<file path="src/rtl/memory_burst_pkg.sv">
// Shared state and command-op encodings for the memory burst master.
package memory_burst_pkg;
  typedef enum logic [2:0] {
    ST_IDLE  = 3'd0,
    ST_WRITE = 3'd1,
    ST_READ  = 3'd2,
    ST_DRAIN = 3'd3,
    ST_DONE  = 3'd4
  } state_t;

  localparam logic OP_READ  = 1'b0;
  localparam logic OP_WRITE = 1'b1;
endpackage

</file>
<file path="src/rtl/burst_addr_counter.sv">
// Burst address/remaining-count tracker: loads on command accept, steps once per beat.
module burst_addr_counter
  import memory_burst_pkg::*;
#(
  parameter int ADDRESS_BUS_WIDTH = 6,
  parameter int LEN_WIDTH         = ADDRESS_BUS_WIDTH + 1
) (
  input  logic                         clk,
  input  logic                         reset,
  input  logic                         i_load,
  input  logic [ADDRESS_BUS_WIDTH-1:0] i_load_addr,
  input  logic [LEN_WIDTH-1:0]         i_load_len,
  input  logic                         i_step,
  output logic [ADDRESS_BUS_WIDTH-1:0] o_addr,
  output logic                         o_last
);
  logic [ADDRESS_BUS_WIDTH-1:0] r_addr;
  logic [LEN_WIDTH-1:0]         r_rem;

  // Address wraps naturally modulo the memory depth.
  always_ff @(posedge clk) begin
    if (reset) begin
      r_addr <= '0;
      r_rem  <= '0;
    end else if (i_load) begin
      r_addr <= i_load_addr;
      r_rem  <= i_load_len;
    end else if (i_step) begin
      r_addr <= r_addr + ADDRESS_BUS_WIDTH'(1);
      r_rem  <= r_rem - LEN_WIDTH'(1);
    end
  end

  assign o_addr = r_addr;
  assign o_last = (r_rem == LEN_WIDTH'(1));
endmodule

</file>
<file path="src/rtl/memory_burst_master.sv">
// Burst initiator for the single-port word memory. Optional macro
// MEMORY_BURST_RANGE_CHECK_EN adds an err output and rejects out-of-range bursts.
module memory_burst_master
  import memory_burst_pkg::*;
#(
  parameter int BITS              = 64,
  parameter int ADDRESS_BUS_WIDTH = 6,
  parameter int LEN_WIDTH         = ADDRESS_BUS_WIDTH + 1
) (
  input  logic                         clk,
  input  logic                         reset,
  input  logic                         cmd_valid,
  output logic                         cmd_ready,
  input  logic                         cmd_write,
  input  logic [ADDRESS_BUS_WIDTH-1:0] cmd_addr,
  input  logic [LEN_WIDTH-1:0]         cmd_len,
  input  logic [BITS-1:0]              wr_data,
  input  logic                         wr_valid,
  output logic                         wr_ready,
  output logic [BITS-1:0]              rd_data,
  output logic                         rd_valid,
  input  logic                         rd_ready,
  output logic                         done,
  output logic [ADDRESS_BUS_WIDTH-1:0] mem_address,
  output logic [BITS-1:0]              mem_d,
  output logic                         mem_we,
  input  logic [BITS-1:0]              mem_q
`ifdef MEMORY_BURST_RANGE_CHECK_EN
  ,
  output logic                         err
`endif
);
  state_t                       r_state, w_next;
  logic                         w_load, w_step, w_last, w_capture, w_range_err;
  logic [ADDRESS_BUS_WIDTH-1:0] w_addr;
  logic                         r_rd_valid;
  logic [BITS-1:0]              r_rd_data;

  burst_addr_counter #(
    .ADDRESS_BUS_WIDTH(ADDRESS_BUS_WIDTH),
    .LEN_WIDTH        (LEN_WIDTH)
  ) u_cnt (
    .clk        (clk),
    .reset      (reset),
    .i_load     (w_load),
    .i_load_addr(cmd_addr),
    .i_load_len (cmd_len),
    .i_step     (w_step),
    .o_addr     (w_addr),
    .o_last     (w_last)
  );

`ifdef MEMORY_BURST_RANGE_CHECK_EN
  localparam int SW = ADDRESS_BUS_WIDTH + 2;
  localparam logic [SW-1:0] DEPTH = SW'(1) << ADDRESS_BUS_WIDTH;
  logic [SW-1:0] w_end;
  logic          r_err;

  assign w_end       = SW'(cmd_addr) + SW'(cmd_len);
  assign w_range_err = (w_end > DEPTH);

  always_ff @(posedge clk) begin
    if (reset)       r_err <= 1'b0;
    else if (w_load) r_err <= w_range_err;
  end

  assign err = (r_state == ST_DONE) && r_err && !reset;
`else
  assign w_range_err = 1'b0;
`endif

  // A new word is fetched whenever the output register is empty or being drained.
  assign w_capture = (r_state == ST_READ) && (!r_rd_valid || rd_ready);

  always_ff @(posedge clk) begin
    if (reset) r_state <= ST_IDLE;
    else       r_state <= w_next;
  end

  always_comb begin
    w_next      = r_state;
    cmd_ready   = 1'b0;
    wr_ready    = 1'b0;
    mem_we      = 1'b0;
    mem_d       = '0;
    mem_address = '0;
    done        = 1'b0;
    w_load      = 1'b0;
    w_step      = 1'b0;
    case (r_state)
      ST_IDLE: begin
        cmd_ready = 1'b1;
        if (cmd_valid) begin
          w_load = 1'b1;
          if (cmd_len == '0 || w_range_err) w_next = ST_DONE;
          else if (cmd_write == OP_WRITE)   w_next = ST_WRITE;
          else                              w_next = ST_READ;
        end
      end
      ST_WRITE: begin
        wr_ready    = 1'b1;
        mem_d       = wr_data;
        mem_we      = wr_valid;
        mem_address = w_addr;
        w_step      = wr_valid;
        if (wr_valid && w_last) w_next = ST_DONE;
      end
      ST_READ: begin
        mem_address = w_addr;
        w_step      = w_capture;
        if (w_capture && w_last) w_next = ST_DRAIN;
      end
      ST_DRAIN: if (rd_ready) w_next = ST_DONE;
      ST_DONE: begin
        done   = 1'b1;
        w_next = ST_IDLE;
      end
      default: w_next = ST_IDLE;
    endcase
    // Nothing may reach the memory or the done line while reset is held.
    if (reset) begin
      mem_we = 1'b0;
      done   = 1'b0;
    end
  end

  always_ff @(posedge clk) begin
    if (reset) begin
      r_rd_valid <= 1'b0;
      r_rd_data  <= '0;
    end else if (w_capture) begin
      r_rd_valid <= 1'b1;
      r_rd_data  <= mem_q;
    end else if (r_rd_valid && rd_ready) begin
      r_rd_valid <= 1'b0;
    end
  end

  assign rd_valid = r_rd_valid;
  assign rd_data  = r_rd_data;
endmodule

</file>
<file path="config.mk">
export PLATFORM = sky130hd
export DESIGN_NAME = memory_burst_master
export DESIGN_NICKNAME = d
export VERILOG_FILES = /design/src/rtl/memory_burst_pkg.sv /design/src/rtl/burst_addr_counter.sv /design/src/rtl/memory_burst_master.sv
export SDC_FILE = /design/constraint.sdc
export NUM_CORES = 1
export LEC_CHECK = 0
export BUFFER_PORTS_ARGS = -buffer_cell sky130_fd_sc_hd__buf_4
export CAP_MARGIN = 20
export CORE_AREA = 3 3 111 113
export DETAILED_ROUTE_END_ITERATION = 8
export DIE_AREA = 0 0 114 116
export GPL_ROUTABILITY_DRIVEN = 1
export PLACE_DENSITY = 0.68
export SYNTH_ARGS = -nofsm -noshare
export SYNTH_HDL_FRONTEND = slang
export SYNTH_SLANG_ARGS = --single-unit
</file>
<file path="constraint.sdc">
create_clock -name clk -period 2.15 [get_ports clk]
set_input_delay 0.215 -clock clk [delete_from_list [all_inputs] [get_ports clk]]
set_output_delay 0.215 -clock clk [all_outputs]
set_load 0.02 [all_outputs]
</file>
==> results.sh <==
export IMPL_place_gp_congestion=0.907
export IMPL_final_common_cell="buf_4"
export IMPL_r2r_slack_ps=260
export IMPL_p_int_uw=3780
export IMPL_drt_iter0_drc=396
export IMPL_ir_drop_mv=0.555
export IMPL_antenna_found_initial=4
export IMPL_critPathLaunch="r_state[0]"
export IMPL_reg2reg_depth=5
export IMPL_core_sq_mm=0.0114
export IMPL_path_clk_slew_ps=70
export IMPL_rsz0062_at_grt="no"
export IMPL_worstSkewPairLatency_ps=330
export IMPL_end_kind="output port"
export IMPL_synth_warnings=0
export IMPL_port_buffer_count=285
export IMPL_start_kind="flip-flop"
export IMPL_detail_route_antenna_nets=0
export IMPL_syn_nets=651
export IMPL_cts_tree="built"
export IMPL_grt_pass1_vias=4340
export IMPL_finalCriticalPeriod_ps=2050
export IMPL_fin_util_pct=55.5
export IMPL_drt_total_wl_mm=16.9
export IMPL_postCtsSetupRepairBufs=0
export IMPL_seqCellArea_sq_mm=0.00162
export IMPL_sw_frac_of_total_pct=39.8
export IMPL_cp_slowest_cell="or3b_4"
export IMPL_powerDensity_mw_per_mm2=989
export IMPL_reg2reg_from="r_state[2]"
export IMPL_avgSynthCellArea_sq_um=7.55
export IMPL_grt_overflow_total=0
export IMPL_relSlewSlack_pct=60.0
export IMPL_critPathRequiredTime_ps=1930
export IMPL_hp_class="in2reg"
export IMPL_cpPeakStageDelay_ps=440
export IMPL_cts_sinks=81
export IMPL_htreeDepth=3
export IMPL_netlist_instances=501
export IMPL_area_growth_pct=67.4
export IMPL_synth_top_family_by_area="simple AND/OR/NAND/NOR gates"
export IMPL_seq_power_share_pct=32.0
export IMPL_yosys_area_share_xor_xnor_pct=0
export IMPL_cts_hold_buffers=0
export IMPL_muxShareOfSynthArea_pct=0
export IMPL_r2r_end="u_cnt.r_rem[5]"
export IMPL_status="finished clean"
export IMPL_viasPerCell=4.99
export IMPL_critPathMaxFanout=29
export IMPL_skew_ps=5.36
export IMPL_synth_compound_area_share_pct=16.4
export IMPL_wire_per_inst_um=18.4
export IMPL_synth_cell_types=41
export IMPL_cts_max_path_buffers=2
export IMPL_grt_first_pass_wirelength_mm=24.0
export IMPL_drc=0
export IMPL_ios=286
export IMPL_period_share_pct=95.3
export IMPL_comb_power_share_pct=44.8
export IMPL_n_fill_cell=1102
export IMPL_dp_final_hpwl_mm=13.5
export IMPL_die_w_um=114
export IMPL_drt_first_pass_iters=5
export IMPL_fmax_ghz=0.488
export IMPL_path_class="reg2out"
export IMPL_p_leak_uw=0.00293
export IMPL_root_buffer="clkbuf_16"
export IMPL_num_rows=39
export IMPL_die_y_um=116
export IMPL_die_area_sq_mm=0.0132
export IMPL_multi_input_area_sq_mm=0.00198
export IMPL_critPathCapture="mem_d[31]"
export IMPL_grt_use_total_pct=23.8
export IMPL_finalSetupViolCount=0
export IMPL_nets=917
export IMPL_ys_seq_area_share_pct=42.8
export IMPL_final_cell_mix="buf_4, nand2_1, dfxtp_1"
export IMPL_arrival_ps=1830
export IMPL_holdWs_ps=121
export IMPL_clock_power_share_pct=23.2
export IMPL_drive_gt1_share_pct=41.5
export IMPL_p_sw_uw=2490
export IMPL_start_util_pct=33.1
export IMPL_hold_viol_final=0
export IMPL_ys_seq_elements=81
export IMPL_min_delay_start="mem_q[61]"
export IMPL_path_cells="or3b_4, inv_4, buf_8, and2_1, buf_4"
export IMPL_grt_max_degree=65
export IMPL_yosys_area_share_adder_pct=0.992
export IMPL_syn_area_sq_mm=0.00378
export IMPL_max_cap_violations=0
export IMPL_synth_simple_area_share_pct=34.7
export IMPL_num_vias=4578
export IMPL_slew_violations=0
export IMPL_cts_buffers=9
export IMPL_tightest_slew_ps=600
-- timing repair --
action / in CTS / in global routing
endpoints found under the hold margin: 0 / 0
setup endpoints to repair: 62 / 62
gates resized for setup: 5 / 5
-- cells in the mapped netlist, drive strengths merged --
cell | n | share of area, %
a211oi | 3 | 0.59
or4b | 1 | 0.26
buf | 14 | 2.0
and3 | 2 | 0.33
dfxtp | 81 | 43
or3b | 2 | 0.46
o221ai | 1 | 0.23
o21bai | 1 | 0.20
nor4 | 8 | 1.7
nor3b | 2 | 0.40
nand3 | 2 | 0.26
a21oi | 70 | 9.3
ha | 3 | 0.99
inv | 7 | 0.69
and4 | 2 | 0.46
a41o | 1 | 0.26
a2111oi | 3 | 0.69
nor2b | 10 | 1.7
nand3b | 2 | 0.40
o311ai | 1 | 0.23
or3 | 5 | 0.83
a31oi | 5 | 0.83
o21a | 1 | 0.20
and2 | 65 | 11
nand4 | 1 | 0.17
o31ai | 3 | 0.73
or4 | 2 | 0.40
clkbuf | 24 | 2.4
a311oi | 8 | 1.9
nand2b | 3 | 0.50
o21ai | 10 | 1.3
nand2 | 134 | 13
nor2 | 18 | 2.0
nor3 | 6 | 0.79
-- worst min-delay path by stage --
stage / endpoint / slack [ps] / cells past startpoint
after global routing: rd_data[4] / 120 / 3
after CTS: rd_data[35] / 110 / 3
after floorplan: rd_data[0] / 350 / 2
after detailed placement: rd_data[12] / 450 / 2
after global placement: rd_data[41] / 440 / 2
final: rd_data[61] / 120 / 3
-- stage by stage --
stage / TNS, ps / cell area (sq um) / worst slack [ps] / cells / total power [uW]
detailed placement: -8.42 / 6030 / -8.42 / 899 / 4810
floorplan: 0 / 3780 / 346 / 501 / 3640
global placement: 0 / 6030 / 210 / 899 / 4750
finish: 0 / 6340 / 100 / 918 / 6270
CTS: 0 / 6310 / 13.3 / 915 / 6290
global route: 0 / 6330 / 8.38 / 917 / 6640
-- kinds of logic (layout without fill, tap and decap cells) --
group	after synthesis	in the layout
buf+inv	45	316
flops	81	81
compound gates	107	107
fa+ha+maj	3	3
other cells	0	3
simple gates	265	265
-- worst max-delay path, delay by kind of cell (launching register included) --
family / cells / cell delay (ps)
and+or+nand+nor: 2 / 600
buffers and inverters: 3 / 470
DFF: 1 / 430
-- routing by layer --
| layer | global-route usage (%) | up-vias | share of wire, % |
|---|---|---|---|
| met2 | 40.3 | 242 | 50 |
| met4 | 9.11 | 2 | 1.7 |
| met3 | 6.68 | 20 | 9.2 |
| li1 | - | 2215 | - |
| met1 | 28.7 | 2099 | 39 |
| met5 | 0 | - | 0.077 |
-- sequential cells by signal, indices dropped and copies added, names as in the netlist --
name	flops
rd_data	64
u_cnt.r_rem	7
u_cnt.o_addr	6
r_state	3
rd_valid	1
-- power by group through the flow --
| stage | sequential (uW) | clock (uW) | combinational, uW |
|---|---|---|---|
| final | 2010 | 1450 | 2810 |
| after floorplan | 2210 | 0 | 1430 |
| after detailed placement | 2030 | 0 | 2780 |
| after global routing | 2050 | 1550 | 3040 |
| after global placement | 2010 | 0 | 2740 |
| after CTS | 2000 | 1480 | 2800 |
-- area by class of cell --
cell class                 instances  area share (%)
antenna                            3           0.118
clock buffer                       9            3.55
clock inverter                     7           0.829
inverter                           7           0.454
multi-input combinational        375            31.3
sequential                        81            25.6
tap                              143            2.82
timing repair buffer             293            35.3
(Power assumes the default switching activity.)
